## config.mk

```make
export PLATFORM = sky130hd
export DESIGN_NAME = gelato_operand_collector_flat
export DESIGN_NICKNAME = d
export VERILOG_FILES = /design/src/rtl/gelato_types.sv /design/src/rtl/gelato_register_collect_if.sv /design/src/rtl/gelato_collector_entry.sv /design/src/rtl/gelato_operand_collector.sv /design/src/flat_wrapper.sv
export SDC_FILE = /design/constraint.sdc
export NUM_CORES = 2
export LEC_CHECK = 0
export CAP_MARGIN = 40
export CELL_PAD_IN_SITES_DETAIL_PLACEMENT = 0
export CELL_PAD_IN_SITES_GLOBAL_PLACEMENT = 2
export CORE_MARGIN = 10
export CORE_UTILIZATION = 32
export DETAILED_ROUTE_END_ITERATION = 16
export GPL_ROUTABILITY_DRIVEN = 0
export GPL_TIMING_DRIVEN = 0
export HOLD_SLACK_MARGIN = 0.15
export PLACE_DENSITY = 0.75
export SLEW_MARGIN = 5
export SYNTH_ARGS = -nofsm -noshare
export SYNTH_HDL_FRONTEND = slang
export SYNTH_HIERARCHICAL = 1
export SYNTH_SLANG_ARGS = --single-unit
```

## constraint.sdc

```tcl
create_clock -name clk -period 4.2 [get_ports clk]
set_input_delay 0.84 -clock clk [delete_from_list [all_inputs] [get_ports clk]]
set_output_delay 0.84 -clock clk [all_outputs]
set_load 0.02 [all_outputs]
```

## src/rtl/gelato_types.sv

```systemverilog
// rtl/gelato_types.sv - shared types and sizing for the operand collector
`ifndef COLLECTOR_SIZE
`define COLLECTOR_SIZE 4
`endif
`ifndef RS_INDEX
`define RS_INDEX 3
`endif
`ifndef BANK_NUM
`define BANK_NUM 4
`endif

package gelato_types;
  localparam int NUM_ENTRIES  = `COLLECTOR_SIZE;
  localparam int NUM_OPERANDS = `RS_INDEX;
  localparam int NUM_BANKS    = `BANK_NUM;

  typedef logic [2:0]  warp_num_t;
  typedef logic [4:0]  reg_num_t;
  typedef logic [31:0] warp_reg_t;
  typedef logic [$clog2(NUM_ENTRIES)-1:0]  collector_num_t;
  typedef logic [$clog2(NUM_OPERANDS)-1:0] rs_num_t;

  typedef enum logic [1:0] {
    FREE       = 2'd0,
    COLLECTING = 2'd1,
    READY      = 2'd2
  } collector_state_t;

  // Index of the lowest set bit; zero when the vector is empty.
  function automatic collector_num_t first_set(input logic [NUM_ENTRIES-1:0] v);
    first_set = '0;
    for (int e = NUM_ENTRIES - 1; e >= 0; e--) begin
      if (v[e]) first_set = collector_num_t'(e);
    end
  endfunction
endpackage

```

## src/rtl/gelato_register_collect_if.sv

```systemverilog
// rtl/gelato_register_collect_if.sv - request/response bundles between collector and RF arbiter
interface gelato_register_collect_request_if;
  import gelato_types::*;
  logic                                         valid;
  logic           [NUM_ENTRIES-1:0]             entry_valid;
  warp_num_t      [NUM_ENTRIES-1:0]             warp_num;
  reg_num_t       [NUM_ENTRIES-1:0][NUM_OPERANDS-1:0] reg_num;
  logic           [NUM_ENTRIES-1:0][NUM_OPERANDS-1:0] reg_valid;
  collector_num_t [NUM_ENTRIES-1:0]             collector_num;

  modport master (output valid, entry_valid, warp_num, reg_num, reg_valid, collector_num);
  modport slave  (input  valid, entry_valid, warp_num, reg_num, reg_valid, collector_num);
endinterface

interface gelato_register_collect_response_if;
  import gelato_types::*;
  logic                             valid;
  logic           [NUM_BANKS-1:0]   data_valid;
  warp_reg_t      [NUM_BANKS-1:0]   data;
  collector_num_t [NUM_BANKS-1:0]   collector_index;
  rs_num_t        [NUM_BANKS-1:0]   reg_index;

  modport master (output valid, data_valid, data, collector_index, reg_index);
  modport slave  (input  valid, data_valid, data, collector_index, reg_index);
endinterface

```

## src/rtl/gelato_collector_entry.sv

```systemverilog
// rtl/gelato_collector_entry.sv - one collector slot: state, pending operands and captured data
module gelato_collector_entry
  import gelato_types::*;
#(
  parameter int ENTRY_ID = 0,
  parameter int RS_NUM   = 3,
  parameter int BANKS    = 4
) (
  input  logic                              clk,
  input  logic                              rst,
  input  logic                              alloc_en,
  input  warp_num_t                         alloc_warp_num,
  input  reg_num_t       [RS_NUM-1:0]       alloc_reg_num,
  input  logic           [RS_NUM-1:0]       alloc_reg_valid,
  input  logic                              dispatch_en,
  input  logic                              rsp_valid,
  input  logic           [BANKS-1:0]        rsp_data_valid,
  input  collector_num_t [BANKS-1:0]        rsp_collector_index,
  input  rs_num_t        [BANKS-1:0]        rsp_reg_index,
  input  warp_reg_t      [BANKS-1:0]        rsp_data,
  output logic                              is_free,
  output logic                              is_ready,
  output logic                              entry_valid,
  output logic           [RS_NUM-1:0]       pending,
  output warp_num_t                         warp_num,
  output reg_num_t       [RS_NUM-1:0]       reg_num,
  output warp_reg_t      [RS_NUM-1:0]       data
);
  collector_state_t            state_q, state_d;
  logic       [RS_NUM-1:0]     pending_q, pending_d, hit;
  warp_num_t                   warp_q;
  reg_num_t   [RS_NUM-1:0]     reg_q;
  warp_reg_t  [RS_NUM-1:0]     data_q, data_d;

  // Banks are scanned upward so the highest bank wins a same-operand collision.
  always_comb begin
    hit    = '0;
    data_d = data_q;
    for (int b = 0; b < BANKS; b++) begin
      if (rsp_valid && rsp_data_valid[b] && state_q == COLLECTING &&
          rsp_collector_index[b] == collector_num_t'(ENTRY_ID)) begin
        for (int i = 0; i < RS_NUM; i++) begin
          if (rsp_reg_index[b] == rs_num_t'(i) && pending_q[i]) begin
            hit[i]    = 1'b1;
            data_d[i] = rsp_data[b];
          end
        end
      end
    end
  end

  always_ff @(posedge clk or posedge rst) begin
    if (rst) begin
      state_q   <= FREE;
      pending_q <= '0;
      warp_q    <= '0;
      reg_q     <= '0;
      data_q    <= '0;
    end else begin
      state_q   <= state_d;
      pending_q <= pending_d;
      data_q    <= data_d;
      if (state_q == FREE && alloc_en) begin
        warp_q <= alloc_warp_num;
        reg_q  <= alloc_reg_num;
      end
    end
  end

  always_comb begin
    state_d   = state_q;
    pending_d = pending_q;
    case (state_q)
      FREE: begin
        if (alloc_en) begin
          state_d   = COLLECTING;
          pending_d = alloc_reg_valid;
        end
      end
      COLLECTING: begin
        pending_d = pending_q & ~hit;
        if (pending_d == '0) state_d = READY;
      end
      READY: begin
        if (dispatch_en) state_d = FREE;
      end
      default: begin
        state_d   = FREE;
        pending_d = '0;
      end
    endcase
  end

  always_comb begin
    is_free     = (state_q == FREE);
    is_ready    = (state_q == READY);
    entry_valid = (state_q == COLLECTING) && (|pending_q);
    pending     = pending_q;
    warp_num    = warp_q;
    reg_num     = reg_q;
    data        = data_q;
  end
endmodule

```

## src/rtl/gelato_operand_collector.sv

```systemverilog
// rtl/gelato_operand_collector.sv - operand collector: allocates, gathers RF operands, dispatches
`ifndef COLLECTOR_SIZE
`define COLLECTOR_SIZE 4
`endif
`ifndef RS_INDEX
`define RS_INDEX 3
`endif
`ifndef BANK_NUM
`define BANK_NUM 4
`endif

module gelato_operand_collector
  import gelato_types::*;
#(
  parameter int COLLECTOR_SIZE = `COLLECTOR_SIZE,
  parameter int RS_INDEX       = `RS_INDEX,
  parameter int BANK_NUM       = `BANK_NUM
) (
  input  logic                              clk,
  input  logic                              rst,
  input  logic                              alloc_valid,
  output logic                              alloc_ready,
  input  warp_num_t                         alloc_warp_num,
  input  reg_num_t       [RS_INDEX-1:0]     alloc_reg_num,
  input  logic           [RS_INDEX-1:0]     alloc_reg_valid,
  gelato_register_collect_request_if.master req,
  gelato_register_collect_response_if.slave rsp,
  output logic                              disp_valid,
  input  logic                              disp_ready,
  output warp_num_t                         disp_warp_num,
  output warp_reg_t      [RS_INDEX-1:0]     disp_data,
  output collector_num_t                    disp_collector
);
  logic           [COLLECTOR_SIZE-1:0]               free_vec, ready_vec, entry_valid_vec;
  logic           [COLLECTOR_SIZE-1:0]               alloc_en, dispatch_en;
  logic           [COLLECTOR_SIZE-1:0][RS_INDEX-1:0] pending_vec;
  warp_num_t      [COLLECTOR_SIZE-1:0]               warp_vec;
  reg_num_t       [COLLECTOR_SIZE-1:0][RS_INDEX-1:0] reg_vec;
  warp_reg_t      [COLLECTOR_SIZE-1:0][RS_INDEX-1:0] data_vec;
  collector_num_t [COLLECTOR_SIZE-1:0]               id_vec;

  logic           init_q, hold_q;
  collector_num_t hold_idx_q, alloc_idx, disp_sel;
  logic           alloc_fire, disp_fire;

  genvar e;
  generate
    for (e = 0; e < COLLECTOR_SIZE; e++) begin : g_entry
      gelato_collector_entry #(
        .ENTRY_ID (e),
        .RS_NUM   (RS_INDEX),
        .BANKS    (BANK_NUM)
      ) u_entry (
        .clk                 (clk),
        .rst                 (rst),
        .alloc_en            (alloc_en[e]),
        .alloc_warp_num      (alloc_warp_num),
        .alloc_reg_num       (alloc_reg_num),
        .alloc_reg_valid     (alloc_reg_valid),
        .dispatch_en         (dispatch_en[e]),
        .rsp_valid           (rsp.valid),
        .rsp_data_valid      (rsp.data_valid),
        .rsp_collector_index (rsp.collector_index),
        .rsp_reg_index       (rsp.reg_index),
        .rsp_data            (rsp.data),
        .is_free             (free_vec[e]),
        .is_ready            (ready_vec[e]),
        .entry_valid         (entry_valid_vec[e]),
        .pending             (pending_vec[e]),
        .warp_num            (warp_vec[e]),
        .reg_num             (reg_vec[e]),
        .data                (data_vec[e])
      );
      assign alloc_en[e]    = alloc_fire && (alloc_idx == collector_num_t'(e));
      assign dispatch_en[e] = disp_fire && (disp_sel == collector_num_t'(e));
      assign id_vec[e]      = collector_num_t'(e);
    end
  endgenerate

  // init_q keeps alloc_ready low until the first edge after reset releases.
  assign alloc_idx   = first_set(free_vec);
  assign alloc_ready = init_q && (|free_vec);
  assign alloc_fire  = alloc_valid && alloc_ready;

  // Once an offer stalls, the same entry stays selected even if a lower one turns READY.
  assign disp_sel       = hold_q ? hold_idx_q : first_set(ready_vec);
  assign disp_valid     = |ready_vec;
  assign disp_fire      = disp_valid && disp_ready;
  assign disp_warp_num  = warp_vec[disp_sel];
  assign disp_data      = data_vec[disp_sel];
  assign disp_collector = disp_sel;

  always_ff @(posedge clk or posedge rst) begin
    if (rst) begin
      init_q     <= 1'b0;
      hold_q     <= 1'b0;
      hold_idx_q <= '0;
    end else begin
      init_q     <= 1'b1;
      hold_q     <= disp_valid && !disp_ready;
      hold_idx_q <= disp_sel;
    end
  end

  assign req.valid         = |entry_valid_vec;
  assign req.entry_valid   = entry_valid_vec;
  assign req.reg_valid     = pending_vec;
  assign req.warp_num      = warp_vec;
  assign req.reg_num       = reg_vec;
  assign req.collector_num = id_vec;
endmodule

```

## src/flat_wrapper.sv

```systemverilog
// flat-port wrapper written by rule: the top's interface ports become plain ports
module gelato_operand_collector_flat import gelato_types::*;
#(
  parameter int COLLECTOR_SIZE = `COLLECTOR_SIZE,
  parameter int RS_INDEX       = `RS_INDEX,
  parameter int BANK_NUM       = `BANK_NUM
)
  (clk, rst, alloc_valid, alloc_ready, alloc_warp_num, alloc_reg_num, alloc_reg_valid, disp_valid, disp_ready, disp_warp_num, disp_data, disp_collector, req_valid, req_entry_valid, req_warp_num, req_reg_num, req_reg_valid, req_collector_num, rsp_valid, rsp_data_valid, rsp_data, rsp_collector_index, rsp_reg_index);
  gelato_register_collect_request_if req_i ();
  gelato_register_collect_response_if rsp_i ();
  input  logic clk;
  input  logic rst;
  input  logic alloc_valid;
  output logic alloc_ready;
  input  warp_num_t alloc_warp_num;
  input  reg_num_t       [RS_INDEX-1:0] alloc_reg_num;
  input  logic           [RS_INDEX-1:0] alloc_reg_valid;
  output logic disp_valid;
  input  logic disp_ready;
  output warp_num_t disp_warp_num;
  output warp_reg_t      [RS_INDEX-1:0] disp_data;
  output collector_num_t disp_collector;
  output wire logic [$bits(req_i.valid)-1:0] req_valid;
  output wire logic [$bits(req_i.entry_valid)-1:0] req_entry_valid;
  output wire logic [$bits(req_i.warp_num)-1:0] req_warp_num;
  output wire logic [$bits(req_i.reg_num)-1:0] req_reg_num;
  output wire logic [$bits(req_i.reg_valid)-1:0] req_reg_valid;
  output wire logic [$bits(req_i.collector_num)-1:0] req_collector_num;
  input wire logic [$bits(rsp_i.valid)-1:0] rsp_valid;
  input wire logic [$bits(rsp_i.data_valid)-1:0] rsp_data_valid;
  input wire logic [$bits(rsp_i.data)-1:0] rsp_data;
  input wire logic [$bits(rsp_i.collector_index)-1:0] rsp_collector_index;
  input wire logic [$bits(rsp_i.reg_index)-1:0] rsp_reg_index;
  assign req_valid = req_i.valid;
  assign req_entry_valid = req_i.entry_valid;
  assign req_warp_num = req_i.warp_num;
  assign req_reg_num = req_i.reg_num;
  assign req_reg_valid = req_i.reg_valid;
  assign req_collector_num = req_i.collector_num;
  assign rsp_i.valid = rsp_valid;
  assign rsp_i.data_valid = rsp_data_valid;
  assign rsp_i.data = rsp_data;
  assign rsp_i.collector_index = rsp_collector_index;
  assign rsp_i.reg_index = rsp_reg_index;
  gelato_operand_collector #(.COLLECTOR_SIZE(COLLECTOR_SIZE), .RS_INDEX(RS_INDEX), .BANK_NUM(BANK_NUM)) u_core (.clk(clk), .rst(rst), .alloc_valid(alloc_valid), .alloc_ready(alloc_ready), .alloc_warp_num(alloc_warp_num), .alloc_reg_num(alloc_reg_num), .alloc_reg_valid(alloc_reg_valid), .req(req_i), .rsp(rsp_i), .disp_valid(disp_valid), .disp_ready(disp_ready), .disp_warp_num(disp_warp_num), .disp_data(disp_data), .disp_collector(disp_collector));
endmodule
```

==> impl_metrics.yaml <==
sta:
  rsz0062_at_grt: "true"
  min_period_over_period_pct: 99.69
  min_period_ps: 4187
  relSlewSlack_pct: 28.64
  drv_slew: 0
  tightest_slew_ps: 1068
  hold_viol: 0
  skew_ps: 19.71
  setup_viol: 0
  finalSetupTns_ps: 0
  clock.fmax_mhz: 238.8
  worst_slack_ps: 12.85
floorplanning:
  fp-row-count: 116
  num_io_pins: 374
  coreArea_um2: 100000
  die-area_um2: 113700
  start_util_pct: 32.20
  fp.dieH_um: 337.2
  die_w_um: 337.2
detailed_routing:
  ant_nets: 0
  detail_route.vias_per_cell: 6.705
  first_iter_violations: 5764
  drt_first_pass_iters: 9
  drc: 0
  wl_um: 204800
  wl_per_cell_um: 36.87
  vias: 37240
yosys:
  synth_edf_count: 0
  seq_area_frac_synth_pct: 37.30
  synth.ff_latch_count: 480
  postSynthAreaPerCell_um2: 8.732
  synth_top_area_share_pct: 37.30
  synth_area_leaders: "dfrtp_1 37%, a22oi_1 5.2%, nand2_1 5.2%, a21oi_1 5.2%, a22o_1 3.5%"
  syn_inst: 3688
  syn-cell-area_um2: 32200
  synth_top_area_cell: "dfrtp_1"
  synth.most_common_cell: "dfrtp_1"
  synth_cell_types: 92
  synth.top_cells.by_count: "480 x dfrtp_1, 446 x nand2_1, 333 x a21oi_1"
  ys_async_sr_fraction_pct: 100.0
  yosys_warnings: 6
  ys.flop_type: "dfrtp_1"
worst_setup_path:
  cp.arrival_ps: 3350
  worstSetupPathType: "reg2out"
  start_kind: "flop"
  path_max_fanout: 10
  cp-end-kind: "primary output"
  cp.required_ps: 3360
clock_network:
  htreeDepth: 3
  root_buffer: "clkbuf_16"
  clock_latency_ps: 640
  clock_path_buffers: 3
  cts.sinks: 480
  cts_made_buffers: 66
  path_clk_slew_ps: 50
  cts_tree: "done"
  cts-hold-fix-buffers: 0
grt:
  gr-usage-all-layers_pct: 34.67
  antenna_found_initial: 13
  grt-ovfl-total: 0
  grt_first_pass_wirelength_um: 284600
  grt_pass1_vias: 36190
  grt_max_degree: 85
place:
  place_ws_ps: -690.5
  hpwl_um: 142600
  io_buffers: 365
worst_hold_path:
  hp-class: "reg2reg"
finish:
  area_delta_synth_final_pct: 28.01
  drive_gt1_share_pct: 13.42
  nets: 4374
run_status:
  outcome: "finished, final reports clean"
power:
  ir_drop_uv: 520.8
  p_per_area_nw_per_um2: 685.3
  p_leak_nw: 15.11
job:
  maxCapViolations: 0
[metrics by stage]
stage	instance area, um2	util [%]	instances	hold slack, ps	total power, mW
CTS	41130	41.13	5542	506.7	27.92
global placement	37510	37.51	5358	488.1	21.71
detailed placement	38500	38.50	5427	493.9	21.93
finish	41220	41.22	5554	503.6	28.25
global route	41210	41.21	5550	517.3	29.24
floorplan	32230	-	3695	495.5	14.06
[state kept, by name (all words and copies together), names as in the netlist]
name	cells
u_core/g_entry.u_entry/state_q	8
u_core/g_entry.u_entry/reg_num	60
u_core/hold_idx_q	2
u_core/g_entry.u_entry/pending	12
u_core/g_entry.u_entry/warp_num	12
u_core/init_q	1
u_core/g_entry.u_entry/data	384
u_core/hold_q	1
[kinds of logic after synthesis]
kind of cell,count (synthesis),synth area share [%]
AO/OA/AOI/OAI,1517,34.50
AND/OR/NAND/NOR,1109,17.30
multiplexers,137,4.538
other,2,0.02332
flip-flops,480,37.30
buffers and inverters,443,6.333
[worst max-delay path, cell delays in order, from the launching register on]
cell	delay, ps
dfrtp_1	350
buf_4	160
nand2b_1	180
inv_1	80
nand2b_1	90
a211o_4	410
inv_2	120
buf_6	250
buf_4	280
nand2_1	90
a32oi_2	340
clkdlybuf4s15_2	330
[timing repair]
item / 4_1_cts / 5_1_grt
setup endpoints to repair: 101 / 81
pin swaps: 5 / 9
endpoints found under the hold margin: 0 / 0
setup buffers: 1 / 0
resized for setup: 320 / 89
[layout by cell type, fill, tap and decap left out, drive strengths merged, types with 35 or more instances in the layout]
master,synthesis,layout
nand4,60,60
nand2b,40,40
nand3b,37,37
o221ai,128,128
a21oi,335,335
clkdlybuf4s50,0,266
mux2i,65,65
mux2,72,72
nand3,77,77
nor2,203,203
o32a,40,40
nor2b,50,50
a222oi,64,64
nor3,47,47
dfrtp,480,480
or3,35,35
nand2,446,446
buf,198,283
o22ai,67,67
dlygate4sd2,0,40
a22oi,225,225
a32oi,99,99
o31ai,38,38
o21ai,130,130
o22a,96,96
a22o,128,128
clkbuf,219,336
o21a,64,64
[per-layer routing]
| metal | track usage, % | wire length, um | vias up |
|---|---|---|---|
| met5 | 0 | 60 | - |
| met4 | 21.32 | 14340 | 8 |
| met3 | 10.59 | 23850 | 585 |
| met2 | 50.97 | 86980 | 2697 |
| met1 | 44.06 | 79530 | 18560 |
| li1 | - | - | 15400 |
[final timing paths]
kind | slack (ps) | startpoint | cells after the start | endpoint
max in group asynchronous | 2150 | rst | 3 | u_core/g_entry[0].u_entry/data[75]$_DFF_PP0_
setup reg to reg | 1000 | u_core/g_entry[1].u_entry/state_q[1]$_DFFE_PP0P_ | 8 | u_core/g_entry[1].u_entry/data[88]$_DFF_PP0_
setup / recovery | 10 | u_core/g_entry[3].u_entry/state_q[0]$_DFFE_PP0P_ | 11 | disp_data[87]
hold reg to reg | 500 | u_core/g_entry[1].u_entry/reg_num[8]$_DFFE_PP0P_ | 1 | u_core/g_entry[1].u_entry/reg_num[8]$_DFFE_PP0P_
min in group asynchronous | 940 | rst | 2 | u_core/init_q$_DFF_PP0_
hold / removal | 500 | u_core/g_entry[1].u_entry/reg_num[8]$_DFFE_PP0P_ | 1 | u_core/g_entry[1].u_entry/reg_num[8]$_DFFE_PP0P_
[power breakdown]
part | internal, mW | leakage (nW) | total, mW | switching, mW
combinational | 5.50 | 7.65 | 15.5 | 9.96
clock | 3.30 | 1.03 | 5.70 | 2.40
sequential | 6.10 | 6.43 | 7.09 | 0.986
total | 14.9 | 15.1 | 28.3 | 13.3
[area by class of cell]
cell class,count,area (um2)
inverters,26,127.6
multi-input cells,2772,18650
well taps,1298,1624
flip-flops and latches,480,12010
fillers,10190,58780
repair buffers,438,4471
clock inverters,12,122.6
diodes,10,25.02
plain buffers,416,2212
clock buffers,102,1978
Power figures use the tool's default switching activity.
